===== src/rtl/sram_sample_reader.sv =====
`timescale 1ns/1ps
`default_nettype none
// ============================================================================
//  Module      : sram_sample_reader
//  Description : Read-side counterpart of the peak-detect capture path.
//                Reads interleaved max/min sample bytes back from external
//                async SRAM, one byte per MCU request. Owns the read
//                address counter, drives SRAM address / output-enable with
//                a programmable access wait, and tags each returned byte
//                with its address LSB (0 = max sample, 1 = min sample).
//  Revision    : 1.0 - initial release
// ----------------------------------------------------------------------------
//  Parameters
//    ADDR_W     SRAM address width; the read counter wraps modulo 2^ADDR_W
//    RD_WAIT    extra CLK cycles SRAM_OE_N is held low before capture (0..15)
//  Ports
//    CLK        system clock, rising edge
//    CLR        asynchronous active-low reset
//    ADDR_LOAD  load ADDR_IN into the read address counter (aborts a read)
//    ADDR_IN    start address
//    RD_REQ     single-cycle read request from the MCU interface
//    SRAM_DATA  SRAM data bus, read direction
//    SRAM_ADDR  SRAM address (= current read address counter)
//    SRAM_OE_N  SRAM output enable, active-low
//    DATA_OUT   last byte read
//    DATA_VALID one-cycle strobe: DATA_OUT / PAIR_TAG are new
//    PAIR_TAG   address bit 0 of the returned byte
//    BUSY       demand read in progress; RD_REQ ignored while high
//  Build option
//    SRAM_READ_PREFETCH_EN  when defined, the next byte is fetched ahead into
//                           an internal prefetch register so a request is
//                           answered on the following edge.
// ============================================================================
module sram_sample_reader #(
    parameter int ADDR_W  = 19,
    parameter int RD_WAIT = 2
) (
    input  logic              CLK,
    input  logic              CLR,
    input  logic              ADDR_LOAD,
    input  logic [ADDR_W-1:0] ADDR_IN,
    input  logic              RD_REQ,
    input  logic [7:0]        SRAM_DATA,
    output logic [ADDR_W-1:0] SRAM_ADDR,
    output logic              SRAM_OE_N,
    output logic [7:0]        DATA_OUT,
    output logic              DATA_VALID,
    output logic              PAIR_TAG,
    output logic              BUSY
);

    typedef enum logic [1:0] {
        ST_IDLE    = 2'd0,
        ST_ACCESS  = 2'd1,
        ST_CAPTURE = 2'd2
    } state_t;

    localparam logic [3:0]        c_rd_wait  = 4'(RD_WAIT);
    localparam logic [ADDR_W-1:0] c_addr_one = {{(ADDR_W-1){1'b0}}, 1'b1};

    state_t            r_state, w_state;
    logic [ADDR_W-1:0] r_addr,  w_addr;
    logic [3:0]        r_wait,  w_wait;
    logic              r_oe_n,  w_oe_n;
    logic [7:0]        r_data,  w_data;
    logic              r_valid, w_valid;
    logic              r_tag,   w_tag;
    // Demand-read flag. With prefetch enabled it also means "request pending".
    logic              r_busy,  w_busy;

`ifdef SRAM_READ_PREFETCH_EN
    logic [7:0]        r_pf_data,  w_pf_data;
    logic              r_pf_tag,   w_pf_tag;
    logic              r_pf_valid, w_pf_valid;
`endif

    // ------------------------------------------------------------------------
    // State and datapath registers
    // ------------------------------------------------------------------------
    always_ff @(posedge CLK or negedge CLR) begin
        if (!CLR) begin
            r_state    <= ST_IDLE;
            r_addr     <= '0;
            r_wait     <= 4'd0;
            r_oe_n     <= 1'b1;
            r_data     <= 8'h00;
            r_valid    <= 1'b0;
            r_tag      <= 1'b0;
            r_busy     <= 1'b0;
`ifdef SRAM_READ_PREFETCH_EN
            r_pf_data  <= 8'h00;
            r_pf_tag   <= 1'b0;
            r_pf_valid <= 1'b0;
`endif
        end else begin
            r_state    <= w_state;
            r_addr     <= w_addr;
            r_wait     <= w_wait;
            r_oe_n     <= w_oe_n;
            r_data     <= w_data;
            r_valid    <= w_valid;
            r_tag      <= w_tag;
            r_busy     <= w_busy;
`ifdef SRAM_READ_PREFETCH_EN
            r_pf_data  <= w_pf_data;
            r_pf_tag   <= w_pf_tag;
            r_pf_valid <= w_pf_valid;
`endif
        end
    end

    // ------------------------------------------------------------------------
    // Next-state and output logic
    // ------------------------------------------------------------------------
    always_comb begin
        w_state    = r_state;
        w_addr     = r_addr;
        w_wait     = r_wait;
        w_oe_n     = r_oe_n;
        w_data     = r_data;
        w_valid    = 1'b0;
        w_tag      = r_tag;
        w_busy     = r_busy;
`ifdef SRAM_READ_PREFETCH_EN
        w_pf_data  = r_pf_data;
        w_pf_tag   = r_pf_tag;
        w_pf_valid = r_pf_valid;

        if (ADDR_LOAD) begin
            // Discard everything fetched or requested and restart the
            // look-ahead from the new address.
            w_addr     = ADDR_IN;
            w_pf_valid = 1'b0;
            w_busy     = 1'b0;
            w_state    = ST_ACCESS;
            w_oe_n     = 1'b0;
            w_wait     = 4'd0;
        end else begin
            case (r_state)
                ST_IDLE: begin
                    if (r_pf_valid && (RD_REQ || r_busy)) begin
                        // Hand out the prefetched byte and fetch the next one.
                        w_data     = r_pf_data;
                        w_tag      = r_pf_tag;
                        w_valid    = 1'b1;
                        w_pf_valid = 1'b0;
                        w_busy     = 1'b0;
                        w_state    = ST_ACCESS;
                        w_oe_n     = 1'b0;
                        w_wait     = 4'd0;
                    end else if (RD_REQ) begin
                        // Nothing fetched yet (no load since reset): fetch
                        // now and serve once it lands.
                        w_busy  = 1'b1;
                        w_state = ST_ACCESS;
                        w_oe_n  = 1'b0;
                        w_wait  = 4'd0;
                    end
                end
                ST_ACCESS: begin
                    if (RD_REQ) begin
                        w_busy = 1'b1;
                    end
                    if (r_wait == c_rd_wait) begin
                        w_state = ST_CAPTURE;
                    end else begin
                        w_wait = r_wait + 4'd1;
                    end
                end
                ST_CAPTURE: begin
                    if (RD_REQ) begin
                        w_busy = 1'b1;
                    end
                    w_pf_data  = SRAM_DATA;
                    w_pf_tag   = r_addr[0];
                    w_pf_valid = 1'b1;
                    w_addr     = r_addr + c_addr_one;
                    w_oe_n     = 1'b1;
                    w_state    = ST_IDLE;
                end
                default: begin
                    w_state = ST_IDLE;
                    w_oe_n  = 1'b1;
                end
            endcase
        end
`else
        if (ADDR_LOAD) begin
            // Load wins over a same-cycle request and aborts any read.
            w_addr  = ADDR_IN;
            w_state = ST_IDLE;
            w_oe_n  = 1'b1;
            w_busy  = 1'b0;
        end else begin
            case (r_state)
                ST_IDLE: begin
                    if (RD_REQ) begin
                        w_state = ST_ACCESS;
                        w_oe_n  = 1'b0;
                        w_busy  = 1'b1;
                        w_wait  = 4'd0;
                    end
                end
                ST_ACCESS: begin
                    if (r_wait == c_rd_wait) begin
                        w_state = ST_CAPTURE;
                    end else begin
                        w_wait = r_wait + 4'd1;
                    end
                end
                ST_CAPTURE: begin
                    w_data  = SRAM_DATA;
                    w_tag   = r_addr[0];
                    w_valid = 1'b1;
                    w_addr  = r_addr + c_addr_one;
                    w_oe_n  = 1'b1;
                    w_busy  = 1'b0;
                    w_state = ST_IDLE;
                end
                default: begin
                    w_state = ST_IDLE;
                    w_oe_n  = 1'b1;
                    w_busy  = 1'b0;
                end
            endcase
        end
`endif
    end

    assign SRAM_ADDR  = r_addr;
    assign SRAM_OE_N  = r_oe_n;
    assign DATA_OUT   = r_data;
    assign DATA_VALID = r_valid;
    assign PAIR_TAG   = r_tag;
    assign BUSY       = r_busy;

endmodule
`default_nettype wire


===== config.mk =====
export PLATFORM = sky130hd
export DESIGN_NAME = sram_sample_reader
export DESIGN_NICKNAME = d
export VERILOG_FILES = /design/src/rtl/sram_sample_reader.sv
export SDC_FILE = /design/constraint.sdc
export NUM_CORES = 1
export LEC_CHECK = 0
export ABC_AREA = 1
export BUFFER_PORTS_ARGS = -buffer_cell sky130_fd_sc_hd__buf_2
export CAP_MARGIN = 20
export CORE_MARGIN = 4
export CORE_UTILIZATION = 51
export CTS_CLUSTER_SIZE = 28
export DETAILED_ROUTE_END_ITERATION = 8
export PLACE_DENSITY = 0.82
export RECOVER_POWER = 25
export SLEW_MARGIN = 25
export SYNTH_ARGS = -nofsm -noshare
export SYNTH_HDL_FRONTEND = slang
export SYNTH_SLANG_ARGS = --single-unit

===== constraint.sdc =====
create_clock -name CLK -period 1.67 [get_ports CLK]
set_input_delay 0.0835 -clock CLK [delete_from_list [all_inputs] [get_ports CLK]]
set_output_delay 0.0835 -clock CLK [all_outputs]
set_load 0.02 [all_outputs]

==> out/results.txt, run 1 <==
post-synth cell types: 34
number of synthesized register bits: 37
Slew headroom: 0.4022
drt pass-1 iters: 4
Die Span Y: 71.68 um
critical register-to-register path startpoint: SRAM_ADDR[1]$_DFFE_PN0P_
Crit. End Element: flop
Port-buffer cells: 61
pins over their slew limit: 0
Post-synth EDFFs: 0
detailed placement HPWL: 3604 um
unrepaired setup endpoints after global routing: false
actual slew at the worst max-slew pin: 0.8966 ns
Initial Util: 0.5445
max cap viols: 0
FF-to-FF path depth: 6
Worst-path clk slew: 0.08 ns
crit-path max FO: 5
Lkg Pwr: 1.325 nW
clk_lat worst skew: 0.29 ns
drc violations: 0
clock tree buffer depth: 2
Initial DRC Count: 127
Critical Path Source Type: flop
async set-reset flop share out of synthesis: 1.000
total number of vias: 1,949
initial antenna violation count: 0
r2r setup slk: 0.17 ns
detailed-route wire length: 5030 um
CTS Buf Count: 5
largest net degree at the start of global routing: 38
run status: finished clean
CP arrival: 1.67 ns
Post-DRT Antenna Nets: 0
Cell Area, Synth: 0.002068 sq mm
final clock period utilization by the worst path: 0.8981
Fin Setup TNS: 0 ns
synthesized area per cell: 7.834 sq um
Mapped Cells: 264
worst path cell trace: ha_1, nand3_2, nor2_4, nand2_2, nor3_1, o21bai_1
GRT Util Overall: 0.2018
row count: 22
total grt overflow: 0
GPL Wtd Cong: 0.8672
Die Wd: 71.68 um
Seq/Total Area, Yosys: 0.4483
Top FF cell, synth: dfrtp_1
hold crit path type: in2reg
Final Setup Violations: 0
CTS Root Cell: clkbuf_8
hold path startpoint: SRAM_DATA[1]
WL/cell: 12.96 um
CTS sink count: 37
Fmax achieved: 666.8 MHz
Worst IR Drop VDD: 0.5488 mV
die area: 0.005138 sq mm
CTS tree: built
worst clock skew: 0.008768 ns
I/O pins: 62
Tmin final: 1.500 ns
CP Data Required Time: 1.84 ns
diodes inserted: 0
vias in the first global route: 1,868
area grow syn2layout: 25.23%
H-tree Lvls: 2
slowest stage cell on the critical path: dfrtp_1
Final Net Count: 373
Core Area: 0.003799 sq mm
Crit Path Class: reg2reg
Post-Syn Nets: 298
Via density: 5.023
global-route wire length before repair: 8252 um
Non-Filler Instances: 388
cell count after placement: 371
Hold Path Sink: DATA_OUT[1]$_DFFE_PN0P_
layout cells sized above 1: 0.2794
FF-to-FF End: SRAM_ADDR[12]$_DFFE_PN0P_
warnings from Yosys: 0
hold path depth: 3
Worst path max stage delay: 0.42 ns
final hold violations: 0
PwrDens: 895.8 mW/mm^2
==> final cells by class <==
type                    count  area (sq um)
clock inverters             3         17.52
repair buffers             73         415.4
inverters                  24         95.09
clock buffers               5         68.82
well taps                  48         60.06
flip-flops and latches     37         927.1
fillers                   320          1209
multi-input cells         198          1006
==> logic make-up (layout without fill, tap and decap cells) <==
family,after synthesis,count (layout),share of synthesized area
AND/OR/NAND/NOR,153,153,0.3237
flip-flops,37,37,0.4483
AO/OA/AOI/OAI,32,32,0.1022
buffers and inverters,29,105,0.06534
XOR/XNOR,10,10,0.04235
adder cells (fa/ha/maj),3,3,0.01815
==> worst max-delay path by stage <==
stage                                   startpoint                        end  slack (ns)  depth (start not counted)
after global routing      SRAM_ADDR[1]$_DFFE_PN0P_  SRAM_ADDR[12]$_DFFE_PN0P_       0.001                          7
after floorplan           SRAM_ADDR[1]$_DFFE_PN0P_  SRAM_ADDR[14]$_DFFE_PN0P_        0.20                          7
after CTS                 SRAM_ADDR[1]$_DFFE_PN0P_  SRAM_ADDR[12]$_DFFE_PN0P_        0.17                          6
final                     SRAM_ADDR[1]$_DFFE_PN0P_  SRAM_ADDR[12]$_DFFE_PN0P_        0.17                          6
after global placement    SRAM_ADDR[1]$_DFFE_PN0P_  SRAM_ADDR[14]$_DFFE_PN0P_        0.31                          7
after detailed placement  SRAM_ADDR[1]$_DFFE_PN0P_  SRAM_ADDR[14]$_DFFE_PN0P_        0.23                          7
==> through the flow <==
step	total power, mW	setup WS, ns	utilization	instance area, sq um	hold slack (ns)
2_1_floorplan	1.490	0.2022	-	2068	-0.2121
3_3_place_gp	1.694	0.3086	0.6360	2416	0.1529
3_5_place_dp	1.709	0.2263	0.6360	2416	0.1545
4_1_cts	2.341	0.1736	0.6825	2592	0.003311
5_1_grt	2.456	0.001467	0.6818	2590	0.02734
6_report	2.320	0.1703	0.6818	2590	0.01484
==> sequential cells by signal, indices dropped and copies added, names as in the netlist <==
| name | cells |
|---|---|
| SRAM_OE_N | 1 |
| PAIR_TAG | 1 |
| BUSY | 1 |
| DATA_VALID | 1 |
| SRAM_ADDR | 19 |
| r_wait | 4 |
| DATA_OUT | 8 |
| r_state | 2 |
==> critical path: cells and delay by family (launching register included) <==
family | cells | cell delay [ns]
and+or+nand+nor | 4 | 0.55
AOI/OAI and AO/OA | 1 | 0.10
adders and majority gates | 1 | 0.31
DFF | 1 | 0.42
==> synthesized netlist by cell type (2+ instances only) <==
cell type / instances / area [sq um]
nand2_2: 7 / 43.79
nor3_1: 3 / 15.01
o21bai_1: 2 / 15.01
nor2_1: 25 / 93.84
nor2_2: 5 / 31.28
nand3_1: 12 / 60.06
xnor2_1: 3 / 26.28
buf_2: 2 / 10.01
ha_1: 3 / 37.54
inv_1: 21 / 78.83
inv_2: 2 / 7.510
a22o_1: 3 / 26.28
buf_6: 2 / 22.52
o211ai_1: 6 / 45.04
xor2_1: 7 / 61.31
o31ai_1: 2 / 15.01
a21oi_1: 3 / 15.01
nand2_1: 95 / 356.6
nor2_4: 2 / 22.52
o21ai_0: 10 / 50.05
dfrtp_1: 36 / 900.9
==> cells in the final DEF, fill, tap and decap left out, types with 6 or more instances in the layout <==
cell type,n
o211ai_1,6
nand2_1,95
nor2_1,25
nand2_2,7
buf_2,61
o21ai_0,10
dlygate4sd3_1,9
inv_1,21
nand3_1,12
xor2_1,7
dfrtp_1,36
==> routing by layer <==
metal	up-vias	wire (um)	global-route usage
met5	-	0	0
met1	899	2059	0.2496
li1	986	-	-
met3	9	306	0.04067
met2	55	2596	0.3490
met4	0	68	0.06889
==> report_power, final <==
group	switching, mW	internal, mW	total (mW)
Sequential	0.112	1.01	1.12
Clock	0.322	0.288	0.609
Combinational	0.367	0.223	0.589
==> repair_timing <==
action | CTS | global route
setup endpoints to repair | 0 | 0
endpoints found under the hold margin | 44 | 0
setup buffers | 0 | 0
hold buffers | 9 | 0
resized for setup | 0 | 0
Note: power is estimated with default switching activity, not from simulation.
==> inputs of run 2 (changes only) <==
CORE_UTILIZATION = 46   (was 51)
PLACE_DENSITY = 0.78   (was 0.82)
clock period = 1.2 ns   (was 1.67 ns; I/O delays follow)
==> run 2 against run 1 <==
The flow now finishes with violations (setup timing). Worst setup slack got worse by 0.27 ns. Utilization increased by 4.6 points. Critical path depth stayed put. Die area is 9.6% higher. Register-to-register slack got worse by 0.27 ns. Combinational power up 99%. Hold slack got worse by 0.0089 ns. Cell count is 13% higher. Via count up 13%. Total power rose by 57%. Clock skew increased by 0.0027 ns. Largest cell class unchanged. Largest power group unchanged.
==> out/results.txt, run 2 (synthesis gave the netlist of run 1 again) <==
run status: finished with violations
failing checks: setup timing
vias in the first global route: 2,181 (+17%)
CTS tree: built
GPL Wtd Cong: 0.8527 (-1.7%)
die area: 0.005633 sq mm (+9.6%)
worst clock skew: 0.01142 ns (+0.002652 ns)
Die Wd: 75.06 um (+4.7%)
GR Util met3: 0.05207 (+0.01140)
Via density: 5.016 (-0.15%)
Final Setup Violations: 15 (+15)
Critical Path Source Type: flop
final hold violations: 0 (unchanged)
Slew headroom: 0.6546 (+0.2523)
total grt overflow: 0 (unchanged)
CP arrival: 1.48 ns (-0.19 ns)
FF-to-FF path depth: 6 (unchanged)
fin util: 0.7282 (+0.04634)
detailed placement HPWL: 4036 um (+12%)
Fin Setup TNS: -0.5884 ns (-0.5884 ns)
Gate power share: 0.320 (+0.066)
Area after DPL: 0.002669 sq mm (+10%)
Sw Share: 0.3405 (-0.004253)
final setup margin: -0.09559 ns (-0.2658 ns)
pins over their slew limit: 0 (unchanged)
busiest grt layer: met2
I/O pins: 62 (unchanged)
unrepaired setup endpoints after global routing: true
Worst IR Drop VDD: 0.9551 mV (+74%)
GRT Util Overall: 0.2288 (+0.02706)
hold path startpoint: ADDR_IN[7]
cell count after placement: 402 (+8.4%)
r2r setup slk: -0.1 ns (-0.27 ns)
Psw: 1.241 mW (+55%)
commonest non-fill, non-tap cell in the layout: nand2_1
hold crit path type: in2reg
critical register-to-register path startpoint: SRAM_ADDR[1]$_DFFE_PN0P_
crit-path max FO: 4 (-1)
max cap viols: 0 (unchanged)
H-tree Lvls: 2 (unchanged)
detailed-route wire length: 6041 um (+20%)
layout cells sized above 1: 0.4588 (+0.1794)
Final Net Count: 421 (+13%)
Power Total: 3.646 mW (+57%)
clk_lat worst skew: 0.30 ns (about the same)
Internal: 2.404 mW (+58%)
clock tree buffer depth: 2 (unchanged)
hold path depth: 3 (unchanged)
post-route cell area: 0.003171 sq mm (+22%)
Non-Filler Instances: 440 (+13%)
Post-DRT Antenna Nets: 0 (unchanged)
initial antenna violation count: 0 (unchanged)
FF-to-FF End: SRAM_ADDR[12]$_DFFE_PN0P_
max reg flops: 19 (unchanged)
most frequent cells in the layout: nand2_1 (85), buf_2 (60), buf_4 (42)
Worst-path clk slew: 0.08 ns (about the same)
met2 GRT Util: 0.4188 (+0.06978)
Lkg Pwr: 1.597 nW (+21%)
final clock period utilization by the worst path: 1.080 (+0.1816)
diodes inserted: 0 (unchanged)
drc violations: 0 (unchanged)
global-route wire length before repair: 9749 um (+18%)
actual slew at the worst max-slew pin: 0.5182 ns (-0.3785 ns)
Port-buffer cells: 61 (unchanged)
GR Util met1: 0.2653 (+0.01576)
CTS sink count: 37 (unchanged)
Crit Path Class: reg2reg
Initial DRC Count: 147 (+16%)
total number of vias: 2,207 (+13%)
sequential share of power: 0.428 (-0.055)
CTS Buf Count: 5 (unchanged)
Die Span Y: 75.06 um (+4.7%)
Initial Util: 0.4750 (-0.06947)
largest net degree at the start of global routing: 38 (unchanged)
Fmax achieved: 771.8 MHz (+16%)
Tmin final: 1.296 ns (-0.2042 ns)
PwrDens: 1150 mW/mm^2 (+28%)
CP Data Required Time: 1.38 ns (-0.46 ns)
CTS Root Cell: clkbuf_8
area grow syn2layout: 53.30%
Crit. End Element: flop
drt pass-1 iters: 4 (unchanged)
row count: 24 (+9.1%)
WL/cell: 13.73 um (+5.9%)
Hold Path Sink: SRAM_ADDR[7]$_DFFE_PN0P_
Core Area: 0.004354 sq mm (+15%)
Clock power frac: 0.252 (-0.011)
==> run 2: changes by cell type in the layout (fill, tap and decap cells not counted), moves of 4 or more <==
cell,delta
inv_1,-4
nor2_2,+5
dlygate4sd3_1,+5
nand2_4,+5
buf_6,+4
nor2_4,+4
nor2_1,-9
nand2_1,-10
dfrtp_1,-12
dfrtp_2,+12
nand2_2,+5
buf_4,+40
==> run 2: layout make-up <==
class                   instances  area, sq um
well taps                      52        65.06
flip-flops and latches         37        942.2
inverters                      24        102.6
fillers                       314         1184
repair buffers                121        808.3
clock buffers                   8        90.09
multi-input cells             198         1162
==> run 2: worst max-delay path by stage <==
stage,from,end
floorplan,SRAM_ADDR[1]$_DFFE_PN0P_,SRAM_ADDR[14]$_DFFE_PN0P_
global placement,SRAM_ADDR[0]$_DFFE_PN0P_,SRAM_ADDR[14]$_DFFE_PN0P_
detailed placement,SRAM_ADDR[0]$_DFFE_PN0P_,SRAM_ADDR[12]$_DFFE_PN0P_
CTS,SRAM_ADDR[0]$_DFFE_PN0P_,SRAM_ADDR[12]$_DFFE_PN0P_
global route,SRAM_ADDR[0]$_DFFE_PN0P_,SRAM_ADDR[14]$_DFFE_PN0P_
finish,SRAM_ADDR[1]$_DFFE_PN0P_,SRAM_ADDR[12]$_DFFE_PN0P_
==> run 2: what timing repair did <==
action,CTS,global route
gates resized for setup,18,29
setup endpoints to repair,15,30
hold buffers,14,0
pin swaps,11,16
buffers inserted,8,9
cloned,0,0
hold endpoints to repair,50,0
==> run 2: power by group through the flow <==
stage	clock (mW)	combinational, mW	sequential, mW
final	0.920	1.17	1.56
after global placement	0	0.941	1.56
after global routing	1.00	1.28	1.58
after CTS	0.938	1.07	1.55
after detailed placement	0	0.968	1.57
after floorplan	0	0.359	1.74
==> run 2: layer usage <==
metal | share of wire | vias to the layer above
met3 | 0.073 | 11
met1 | 0.39 | 1044
met4 | 0.015 | 0
li1 | - | 1086
met5 | 0 | -
met2 | 0.53 | 66
==> run 2: worst max-delay path, cell delays in order (launching register included) <==
cell	delay [ns]
dfrtp_2	0.42
ha_4	0.18
nand3_4	0.09
nor2_4	0.12
nand2_2	0.09
nor3_1	0.17
o21bai_1	0.10
==> run 2: metrics by stage <==
stage          hold slack (ns)  setup WS, ns
2_1_floorplan          -0.2356      -0.09493
3_3_place_gp           0.04482     -0.009606
3_5_place_dp           0.04706      -0.06364
4_1_cts               0.001341      -0.07314
5_1_grt               0.008214       -0.1611
6_report              0.005953      -0.09559
==> inputs of run 3 (changes only) <==
CORE_ASPECT_RATIO = 1.25   (was default)
CORE_UTILIZATION = 48   (was 46)
CTS_BUF_LIST = sky130_fd_sc_hd__clkbuf_4   (was default)
PLACE_DENSITY = 0.81   (was 0.78)
==> run 3 against run 2 <==
The run still ends with setup timing left. Fmax shrank 0.90%. Utilization grew 4.6 points. Critical path depth grew 1. Clock-buffer cell count shrank 1. Routed wire length grew 7.1%. Global-route usage grew 1.3 points. Flip-flop and latch count is the same. Die area shrank 3.6%. Non-clock buffer count grew 4. First-iteration DRC count shrank 14%. Hold slack gained 0.0059 ns. Critical endpoint is now SRAM_ADDR[17]$_DFFE_PN0P_. Sequential share of layout area shrank 0.23 points.
==> out/results.txt, run 3 (synthesis gave the netlist of run 1 again) <==
max reg flops: 19 (unchanged)
Lkg Pwr: 1.596 nW (about the same)
hold path depth: 5 (+2)
die area: 0.005430 sq mm (-3.6%)
Hold Path Sink: SRAM_ADDR[18]$_DFFE_PN0P_
drc violations: 0 (unchanged)
# fillers: 266 (-15%)
final setup margin: -0.1074 ns (-0.01179 ns)
Initial Util: 0.5006 (+0.02561)
Critical Path Source Type: flop
hold path startpoint: ADDR_IN[18]
crit-path max FO: 4 (unchanged)
I/O pins: 62 (unchanged)
busiest grt layer: met2
clk_lat worst skew: 0.35 ns (+0.05 ns)
max cap viols: 0 (unchanged)
largest net degree at the start of global routing: 38 (unchanged)
Port-buffer cells: 61 (unchanged)
Via density: 5.065 (+0.97%)
Fmax achieved: 764.9 MHz (-0.90%)
Worst-path clk slew: 0.12 ns (+0.04 ns)
global-route wire length before repair: 9798 um (+0.50%)
GRT Util Overall: 0.2418 (+0.01294)
CP Data Required Time: 1.43 ns (+0.05 ns)
Slew headroom: 0.4183 (-0.2363)
pins over their slew limit: 0 (unchanged)
hold crit path type: in2reg
detailed-route wire length: 6467 um (+7.1%)
Die Span Y: 81.39 um (+8.4%)
drt pass-1 iters: 4 (unchanged)
Core Area: 0.004131 sq mm (-5.1%)
CTS tree: built
vias in the first global route: 2,219 (+1.7%)
initial antenna violation count: 0 (unchanged)
total grt overflow: 0 (unchanged)
diodes inserted: 0 (unchanged)
Power Total: 3.412 mW (-6.4%)
Tmin final: 1.307 ns (+0.01179 ns)
FF-to-FF path depth: 7 (+1)
pre-CTS setup slack: -0.08353 ns (-0.01989 ns)
Crit. End Element: flop
FF-to-FF End: SRAM_ADDR[17]$_DFFE_PN0P_
layout cells sized above 1: 0.4490 (-0.009783)
PwrDens: 1067 mW/mm^2 (-7.2%)
CP arrival: 1.54 ns (+0.06 ns)
Fin Setup TNS: -0.7967 ns (-0.2083 ns)
Final Setup Violations: 14 (-1)
WL/cell: 14.44 um (+5.1%)
r2r setup slk: -0.11 ns (about the same)
clock tree buffer depth: 2 (unchanged)
GPL Wtd Cong: 0.9183 (+7.7%)
detailed placement HPWL: 4085 um (+1.2%)
CTS Buf Count: 5 (unchanged)
Die Wd: 66.71 um (-11%)
FF+latch area: 943.4 sq um (+0.13%)
area grow syn2layout: 54.69%
Post-DRT Antenna Nets: 0 (unchanged)
CTS sink count: 37 (unchanged)
H-tree Lvls: 2 (unchanged)
commonest non-fill, non-tap cell in the layout: nand2_1
Crit Path Class: reg2reg
met2 GRT Util: 0.4593 (+0.04056)
GR Util met3: 0.05671 (+0.004639)
final clock period utilization by the worst path: 1.089 (+0.009824)
final hold violations: 0 (unchanged)
fin util: 0.7744 (+0.04622)
failing checks: setup timing
multi-input logic area: 0.001152 sq mm (-0.86%)
unrepaired setup endpoints after global routing: true
worst clock skew: 0.01752 ns (+0.006101 ns)
Initial DRC Count: 127 (-14%)
run status: finished with violations
CTS Root Cell: clkbuf_4
row count: 26 (+8.3%)
hold_ws: 0.01182 ns (+0.005863 ns)
GR Util met1: 0.2511 (-0.01423)
Final Net Count: 425 (+0.95%)
actual slew at the worst max-slew pin: 0.8725 ns (+0.3544 ns)
most frequent cells in the layout: nand2_1 (88), buf_2 (58), buf_4 (38)
Worst IR Drop VDD: 0.9887 mV (+3.5%)
critical register-to-register path startpoint: SRAM_ADDR[5]$_DFFE_PN0P_
total number of vias: 2,269 (+2.8%)
-- run 3: layout make-up --
| class | count | share of cell area |
|---|---|---|
| Clock buffer | 7 | 0.01643 |
| Clock inverter | 1 | 0.001173 |
| Inverter | 24 | 0.03129 |
| Multi-Input combinational cell | 198 | 0.3602 |
| Sequential cell | 37 | 0.2949 |
| Tap cell | 56 | 0.02190 |
| Timing Repair Buffer | 125 | 0.2741 |
-- run 3: worst max-delay path: stages, from the launching register on --
cell	delay, ns
dfrtp_2	0.47
nand2_4	0.08
nor2_4	0.16
nand3_2	0.14
nor2_1	0.13
nand2_1	0.07
nand2_1	0.08
o21bai_2	0.05
-- run 3: timing repair --
action	4_1_cts	5_1_grt
endpoints found under the setup margin	16	35
pin swaps	10	15
gates resized for setup	13	41
hold endpoints to repair	56	0
hold buffers	20	0
buffers inserted	9	12
cloned	0	0
-- run 3: metal layers --
metal | routed length (um) | share of wire | vias to the layer above
li1 | - | - | 1094
met1 | 2297 | 0.36 | 1063
met2 | 3581 | 0.55 | 88
met3 | 396 | 0.061 | 24
met4 | 191 | 0.030 | 0
met5 | 0 | 0 | -
-- run 3: metrics by stage --
stage	area, sq um	std cells
2_1_floorplan	2101	264
3_3_place_gp	2636	401
3_5_place_dp	2636	401
4_1_cts	3000	438
5_1_grt	3199	448
6_report	3199	448
-- run 3: power by group --
| part | switching (mW) | internal [mW] |
|---|---|---|
| Sequential | 0.150 | 1.41 |
| Combinational | 0.647 | 0.523 |
| Clock | 0.410 | 0.271 |
| Total | 1.21 | 2.21 |
-- run 3: worst max-delay path by stage --
stage / startpoint / endpoint / slack, ns / cells after the start
floorplan: SRAM_ADDR[1]$_DFFE_PN0P_ / SRAM_ADDR[14]$_DFFE_PN0P_ / -0.09 / 7
finish: SRAM_ADDR[5]$_DFFE_PN0P_ / SRAM_ADDR[17]$_DFFE_PN0P_ / -0.11 / 7
global placement: SRAM_ADDR[1]$_DFFE_PN0P_ / SRAM_ADDR[14]$_DFFE_PN0P_ / -0.03 / 7
global route: SRAM_ADDR[2]$_DFFE_PN0P_ / SRAM_ADDR[17]$_DFFE_PN0P_ / -0.19 / 7
CTS: SRAM_ADDR[1]$_DFFE_PN0P_ / SRAM_ADDR[12]$_DFFE_PN0P_ / -0.08 / 7
detailed placement: SRAM_ADDR[1]$_DFFE_PN0P_ / SRAM_ADDR[12]$_DFFE_PN0P_ / -0.08 / 7
